### config.mk
export PLATFORM = sky130hd
export DESIGN_NAME = bcd_scan_display
export DESIGN_NICKNAME = d
export VERILOG_FILES = /design/src/rtl/bcd_disp_pkg.sv /design/src/rtl/seg7_decode.sv /design/src/rtl/bcd_scan_display.sv
export SDC_FILE = /design/constraint.sdc
export NUM_CORES = 1
export LEC_CHECK = 0
export ABC_AREA = 0
export CORE_MARGIN = 5
export CORE_UTILIZATION = 55
export CTS_CLUSTER_DIAMETER = 150
export DETAILED_ROUTE_END_ITERATION = 12
export GPL_ROUTABILITY_DRIVEN = 1
export HOLD_SLACK_MARGIN = 0.03
export PLACE_DENSITY = 0.78
export SLEW_MARGIN = 20
export SYNTH_ARGS = -nofsm -noshare
export SYNTH_HDL_FRONTEND = slang
export SYNTH_SLANG_ARGS = --single-unit
### constraint.sdc
create_clock -name clk -period 6.1 [get_ports clk]
set_input_delay 1.22 -clock clk [delete_from_list [all_inputs] [get_ports clk]]
set_output_delay 1.22 -clock clk [all_outputs]
set_load 0.05 [all_outputs]
### src/rtl/bcd_disp_pkg.sv
// Shared state type and 7-segment constants for the BCD scan display.
// Segment vectors are {g,f,e,d,c,b,a}, active-high.
package bcd_disp_pkg;

  typedef enum logic [1:0] {
    ST_IDLE  = 2'd0,
    ST_SHIFT = 2'd1,
    ST_DONE  = 2'd2
  } conv_state_e;

  localparam logic [6:0] SEG_BLANK = 7'b0000000;
  localparam logic [6:0] SEG_DASH  = 7'b1000000;

  // Entry 0 sits in the LSBs.
  localparam logic [9:0][6:0] SEG_TABLE = {
    7'b1101111, 7'b1111111, 7'b0000111, 7'b1111101, 7'b1101101,
    7'b1100110, 7'b1001111, 7'b1011011, 7'b0000110, 7'b0111111
  };

endpackage

### src/rtl/seg7_decode.sv
// One BCD digit to active-high {g,f,e,d,c,b,a}; non-decimal codes go dark.
module seg7_decode
  import bcd_disp_pkg::*;
(
  input  logic [3:0] bcd_i,
  output logic [6:0] seg_o
);

  always_comb begin
    seg_o = SEG_BLANK;
    if (bcd_i <= 4'd9) begin
      seg_o = SEG_TABLE[bcd_i];
    end
  end

endmodule

### src/rtl/bcd_scan_display.sv
// Serial double-dabble binary-to-BCD converter feeding a multiplexed 7-segment scanner.
// state | meaning: IDLE | await load ; SHIFT | one input bit per cycle ; DONE | commit result
module bcd_scan_display
  import bcd_disp_pkg::*;
#(
  parameter int BIN_W      = 8,
  parameter int DIGITS     = 4,
  parameter int SCAN_DIV   = 100000,
  parameter int ACTIVE_LOW = 1
) (
  input  logic                clk,
  input  logic                rst_n,
  input  logic [BIN_W-1:0]    bin_in,
  input  logic                load,
  input  logic                blank_lz,
  output logic                busy,
  output logic                done,
  output logic [4*DIGITS-1:0] bcd_out,
  output logic                overflow,
  output logic [DIGITS-1:0]   an,
  output logic [6:0]          seg
);

  localparam int   BCD_W = 4 * DIGITS;
  localparam int   CNT_W = $clog2(BIN_W + 1);
  localparam int   IDX_W = (DIGITS > 1) ? $clog2(DIGITS) : 1;
  localparam int   PRE_W = $clog2(SCAN_DIV);
  localparam logic POL   = (ACTIVE_LOW != 0);

  conv_state_e      state_q, state_d;
  logic [CNT_W-1:0] cnt_q, cnt_d;
  logic [BIN_W-1:0] sr_q, sr_d;
  logic [BCD_W-1:0] work_q, work_d, adj;
  logic             ovf_work_q, ovf_work_d;
  logic [BCD_W-1:0] bcd_q, bcd_d;
  logic             ovf_q, ovf_d;
  logic             done_q, done_d;

  logic [PRE_W-1:0]  presc_q, presc_d;
  logic              presc_wrap;
  logic [IDX_W-1:0]  idx_q, idx_d;
  logic [DIGITS-1:0] an_q, an_d, an_act;
  logic [6:0]        seg_q, seg_d, seg_act, dec_seg;
  logic [3:0]        cur_digit;
  logic [DIGITS-1:0] blank_vec;
  logic              cur_blank;
  logic              zero_run;

  // ---------------- converter FSM ----------------
  always_ff @(posedge clk) begin
    if (!rst_n) state_q <= ST_IDLE;
    else        state_q <= state_d;
  end

  always_comb begin
    state_d = state_q;
    unique case (state_q)
      ST_IDLE:  if (load) state_d = ST_SHIFT;
      ST_SHIFT: if (cnt_q == '0) state_d = ST_DONE;
      ST_DONE:  state_d = ST_IDLE;
      default:  state_d = ST_IDLE;
    endcase
  end

  always_comb begin
    busy = (state_q != ST_IDLE);
  end

  // ---------------- converter datapath ----------------
  always_comb begin
    adj = work_q;
    for (int i = 0; i < DIGITS; i++) begin
      if (work_q[4*i +: 4] >= 4'd5) adj[4*i +: 4] = work_q[4*i +: 4] + 4'd3;
    end
  end

  always_comb begin
    cnt_d      = cnt_q;
    sr_d       = sr_q;
    work_d     = work_q;
    ovf_work_d = ovf_work_q;
    bcd_d      = bcd_q;
    ovf_d      = ovf_q;
    done_d     = 1'b0;
    unique case (state_q)
      ST_IDLE: begin
        if (load) begin
          sr_d       = bin_in;
          work_d     = '0;
          ovf_work_d = 1'b0;
          cnt_d      = CNT_W'(BIN_W - 1);
        end
      end
      ST_SHIFT: begin
        // Whatever leaves the top digit is a value no longer representable.
        work_d     = {adj[BCD_W-2:0], sr_q[BIN_W-1]};
        ovf_work_d = ovf_work_q | adj[BCD_W-1];
        sr_d       = {sr_q[BIN_W-2:0], 1'b0};
        cnt_d      = cnt_q - CNT_W'(1);
      end
      ST_DONE: begin
        bcd_d  = work_q;
        ovf_d  = ovf_work_q;
        done_d = 1'b1;
      end
      default: ;
    endcase
  end

  always_ff @(posedge clk) begin
    if (!rst_n) begin
      cnt_q      <= '0;
      sr_q       <= '0;
      work_q     <= '0;
      ovf_work_q <= 1'b0;
      bcd_q      <= '0;
      ovf_q      <= 1'b0;
      done_q     <= 1'b0;
    end else begin
      cnt_q      <= cnt_d;
      sr_q       <= sr_d;
      work_q     <= work_d;
      ovf_work_q <= ovf_work_d;
      bcd_q      <= bcd_d;
      ovf_q      <= ovf_d;
      done_q     <= done_d;
    end
  end

  assign done     = done_q;
  assign bcd_out  = bcd_q;
  assign overflow = ovf_q;

  // ---------------- display scan ----------------
  assign presc_wrap = (presc_q == PRE_W'(SCAN_DIV - 1));

  always_comb begin
    presc_d = presc_wrap ? '0 : presc_q + PRE_W'(1);
    idx_d   = idx_q;
    if (presc_wrap) idx_d = (idx_q == IDX_W'(DIGITS - 1)) ? '0 : idx_q + IDX_W'(1);
  end

  // A digit is a leading zero when it and every digit above it are zero.
  always_comb begin
    zero_run  = 1'b1;
    blank_vec = '0;
    for (int i = DIGITS - 1; i >= 0; i--) begin
      zero_run     = zero_run & (bcd_q[4*i +: 4] == 4'd0);
      blank_vec[i] = zero_run & (i != 0);
    end
  end

  always_comb begin
    cur_digit = '0;
    cur_blank = 1'b0;
    an_act    = '0;
    for (int i = 0; i < DIGITS; i++) begin
      if (idx_q == IDX_W'(i)) begin
        cur_digit = bcd_q[4*i +: 4];
        cur_blank = blank_vec[i];
        an_act[i] = 1'b1;
      end
    end
  end

  seg7_decode u_seg7_decode (
    .bcd_i (cur_digit),
    .seg_o (dec_seg)
  );

  always_comb begin
    if (ovf_q)                      seg_act = SEG_DASH;
    else if (blank_lz && cur_blank) seg_act = SEG_BLANK;
    else                            seg_act = dec_seg;
    an_d  = an_act ^ {DIGITS{POL}};
    seg_d = seg_act ^ {7{POL}};
  end

  always_ff @(posedge clk) begin
    if (!rst_n) begin
      presc_q <= '0;
      idx_q   <= '0;
      an_q    <= {DIGITS{POL}};
      seg_q   <= {7{POL}};
    end else begin
      presc_q <= presc_d;
      idx_q   <= idx_d;
      an_q    <= an_d;
      seg_q   <= seg_d;
    end
  end

  assign an  = an_q;
  assign seg = seg_q;

endmodule

==> results.sh <==
export IMPL_outcome="complete, no violations"
export IMPL_slew_violations=0
export IMPL_yosys_warnings=0
export IMPL_wl_per_cell_um=14.0
export IMPL_clk_pin_slew_ns=0.08
export IMPL_nFillCells=562
export IMPL_finalSetupTns_ns=0
export IMPL_fin_skew_ns=0.00716
export IMPL_avgSynthCellArea_um2=8.45
export IMPL_dieHeight_um=92.7
export IMPL_async_flop_share_pct=0
export IMPL_clock_latency_ns=0.35
export IMPL_tightest_slew_ns=1.01
export IMPL_clockRootBuffer="clkbuf_8"
export IMPL_worstPathMaxFanout=6
export IMPL_ir_drop_v=0.000117
export IMPL_dp_hpwl_um=5470
export IMPL_syn_inst=445
export IMPL_whs_ns=0.465
export IMPL_grt_pass1_wl_um=13400
export IMPL_topRoutingLayerUsed="met4"
export IMPL_firstDrtPassIters=5
export IMPL_cp_end_kind="output port"
export IMPL_viasPerCell=5.56
export IMPL_cts_tree="yes"
export IMPL_numCtsBuffers=9
export IMPL_multi_input_area_um2=1970
export IMPL_wl_met2_um=3520
export IMPL_cp_arrival_ns=1.72
export IMPL_worstSetupPathType="reg -> out"
export IMPL_rsz0062_at_grt="false"
export IMPL_antenna_cells=0
export IMPL_synth_distinct_cells=46
export IMPL_synth_seq_cells=79
export IMPL_rrSetupSlack_ns=3.77
export IMPL_powerDensity_nw_per_um2=226
export IMPL_first_iter_violations=197
export IMPL_nNetsFinal=504
export IMPL_setup_violations=0
export IMPL_clk_path_buf_depth=2
export IMPL_yosysSeqAreaShare_pct=42.0
export IMPL_ys_dominant_reg_cell="dfxtp_1"
export IMPL_fp_dieW_um=92.7
export IMPL_synth_nets=474
export IMPL_fmax_ghz=0.340
export IMPL_synth_edf_count=0
export IMPL_overflow=0
export IMPL_final_cells=560
export IMPL_core_area_um2=6720
export IMPL_cap_violations=0
export IMPL_dp_slack_ns=2.94
export IMPL_fin_crit_sh_pct=48.2
export IMPL_std_cell_rows=30
export IMPL_vias=3116
export IMPL_grt_total_usage_pct=19.2
export IMPL_cp_data_required_time_ns=4.88
export IMPL_cts_setup_buffers=0
export IMPL_placed_cells=544
export IMPL_area_growth_pct=15.7
export IMPL_met3WireLength_um=375
export IMPL_postCtsHoldBufs=0
export IMPL_place_gp_congestion=0.882
export IMPL_power_total_uw=983
export IMPL_leakagePower_nw=1.53
export IMPL_ff_latch_area_um2=1580
export IMPL_io_buffers=41
export IMPL_synth_cell_area_um2=3760
export IMPL_cts_resized_gates=0
export IMPL_hold_viol=0
export IMPL_numClockSinks=79
export IMPL_final_setup_worst_slack_ns=3.16
export IMPL_die_area_um2=8600
export IMPL_antenna_found_initial=0
export IMPL_drt_met1_wl_um=3790
export IMPL_pin_count=42
export IMPL_drtAntennaViolNets=0
export IMPL_ctsHtreeMaxLevel=3
export IMPL_hp_class="reg -> reg"
export IMPL_drt_wl_total_um=7820
export IMPL_initial_core_util_pct=56.0
export IMPL_grt_max_degree=40
export IMPL_grt_pass1_vias=2899
export IMPL_period_minus_slack_ns=2.94
export IMPL_drive_above_1_share_pct=6.04
export IMPL_cp_start_kind="flop"
export IMPL_slew_headroom_pct=32.8
export IMPL_drc=0
==> metrics by stage <==
| stage | instance area, µm² | util, % |
|---|---|---|
| after floorplan | 3760 | - |
| after global placement | 4170 | 62.1 |
| after detailed placement | 4170 | 62.1 |
| after CTS | 4350 | 64.7 |
| after global routing | 4350 | 64.8 |
| final | 4350 | 64.8 |
==> critical path, cell delays in order, from the launching register on <==
cell and delay, ns:
dfxtp_1 0.44, nor2_1 0.09, inv_1 0.06, clkdlybuf4s50_1 0.79
==> per-layer routing <==
metal  vias to the layer above  global-route usage (%)
met1                      1440                    25.4
met2                        75                    30.6
met4                         0                    6.96
li1                       1584                       -
met5                         -                       0
met3                        17                    4.55
==> sequential cells by signal, summed over array words and instances, names as in the netlist <==
register,cells
an,4
bcd_out,16
cnt_q,4
done,1
idx_q,2
overflow,1
ovf_work_q,1
presc_q,17
seg,7
sr_q,8
state_q,2
work_q,16
==> power breakdown <==
part           internal (mW)  leakage, nW  switching [mW]
combinational         0.0328        0.803          0.0614
sequential             0.529        0.642         0.00949
clock                  0.158       0.0853           0.191
total                  0.720         1.53           0.262
==> synth_stat cells, drive strengths merged, types with 11 or more instances <==
library cell   n  area share (%)
dfxtp         79              42
nand2         59             5.9
a21oi         18             2.4
xnor2         12             2.8
xor2          11             2.6
nand3         25             3.3
o21ai         22             2.9
ha            17             5.7
inv           23             2.3
a21boi        21             4.2
nor2          36             3.6
nor3          15             2.0
clkbuf        18             1.9
==> area by class of cell <==
class                      count  area share [%]
sequential                    79            36.3
timing repair buffer          45            10.1
multi-input combinational    317            45.2
clock inverter                 5           0.776
clock buffer                  11            3.25
tap                           80            2.30
inverter                      23            1.98
==> logic make-up (layout without fill, tap and decap cells) <==
kind of cell    count (synthesis)  in the layout  share of synthesized area [%]
simple gates                  182            182                           24.0
compound gates                 89             89                           15.5
flops                          79             79                           42.0
xor+xnor                       23             23                           5.35
fa+ha+maj                      17             17                           5.65
mux                             6              6                           1.73
buf+inv                        49             84                           5.72
==> cells in the final DEF (no fill, tap or decap), drive strengths merged, types with 5 or more instances in the layout <==
cell | netlist | final
a22oi | 7 | 7
nor3b | 5 | 5
a21boi | 21 | 21
a211oi | 6 | 6
nand3 | 25 | 25
ha | 17 | 17
clkbuf | 18 | 11
dfxtp | 79 | 79
nand3b | 6 | 6
nand2 | 59 | 59
nor3 | 15 | 15
clkdlybuf4s50 | 0 | 41
xor2 | 11 | 11
and2 | 9 | 9
nor4 | 6 | 6
nand2b | 8 | 8
a21oi | 18 | 18
inv | 23 | 23
xnor2 | 12 | 12
o21ai | 22 | 22
nor2 | 36 | 36
==> path summary, 6_finish.rpt <==
kind	from	end	cells past startpoint
setup / recovery	state_q[0]	busy	3
hold / removal	presc_q[0]	presc_q[0]	1
setup reg to reg	idx_q[0]	seg[3]	9
hold reg to reg	presc_q[0]	presc_q[0]	1
Power figures use the tool's default switching activity.
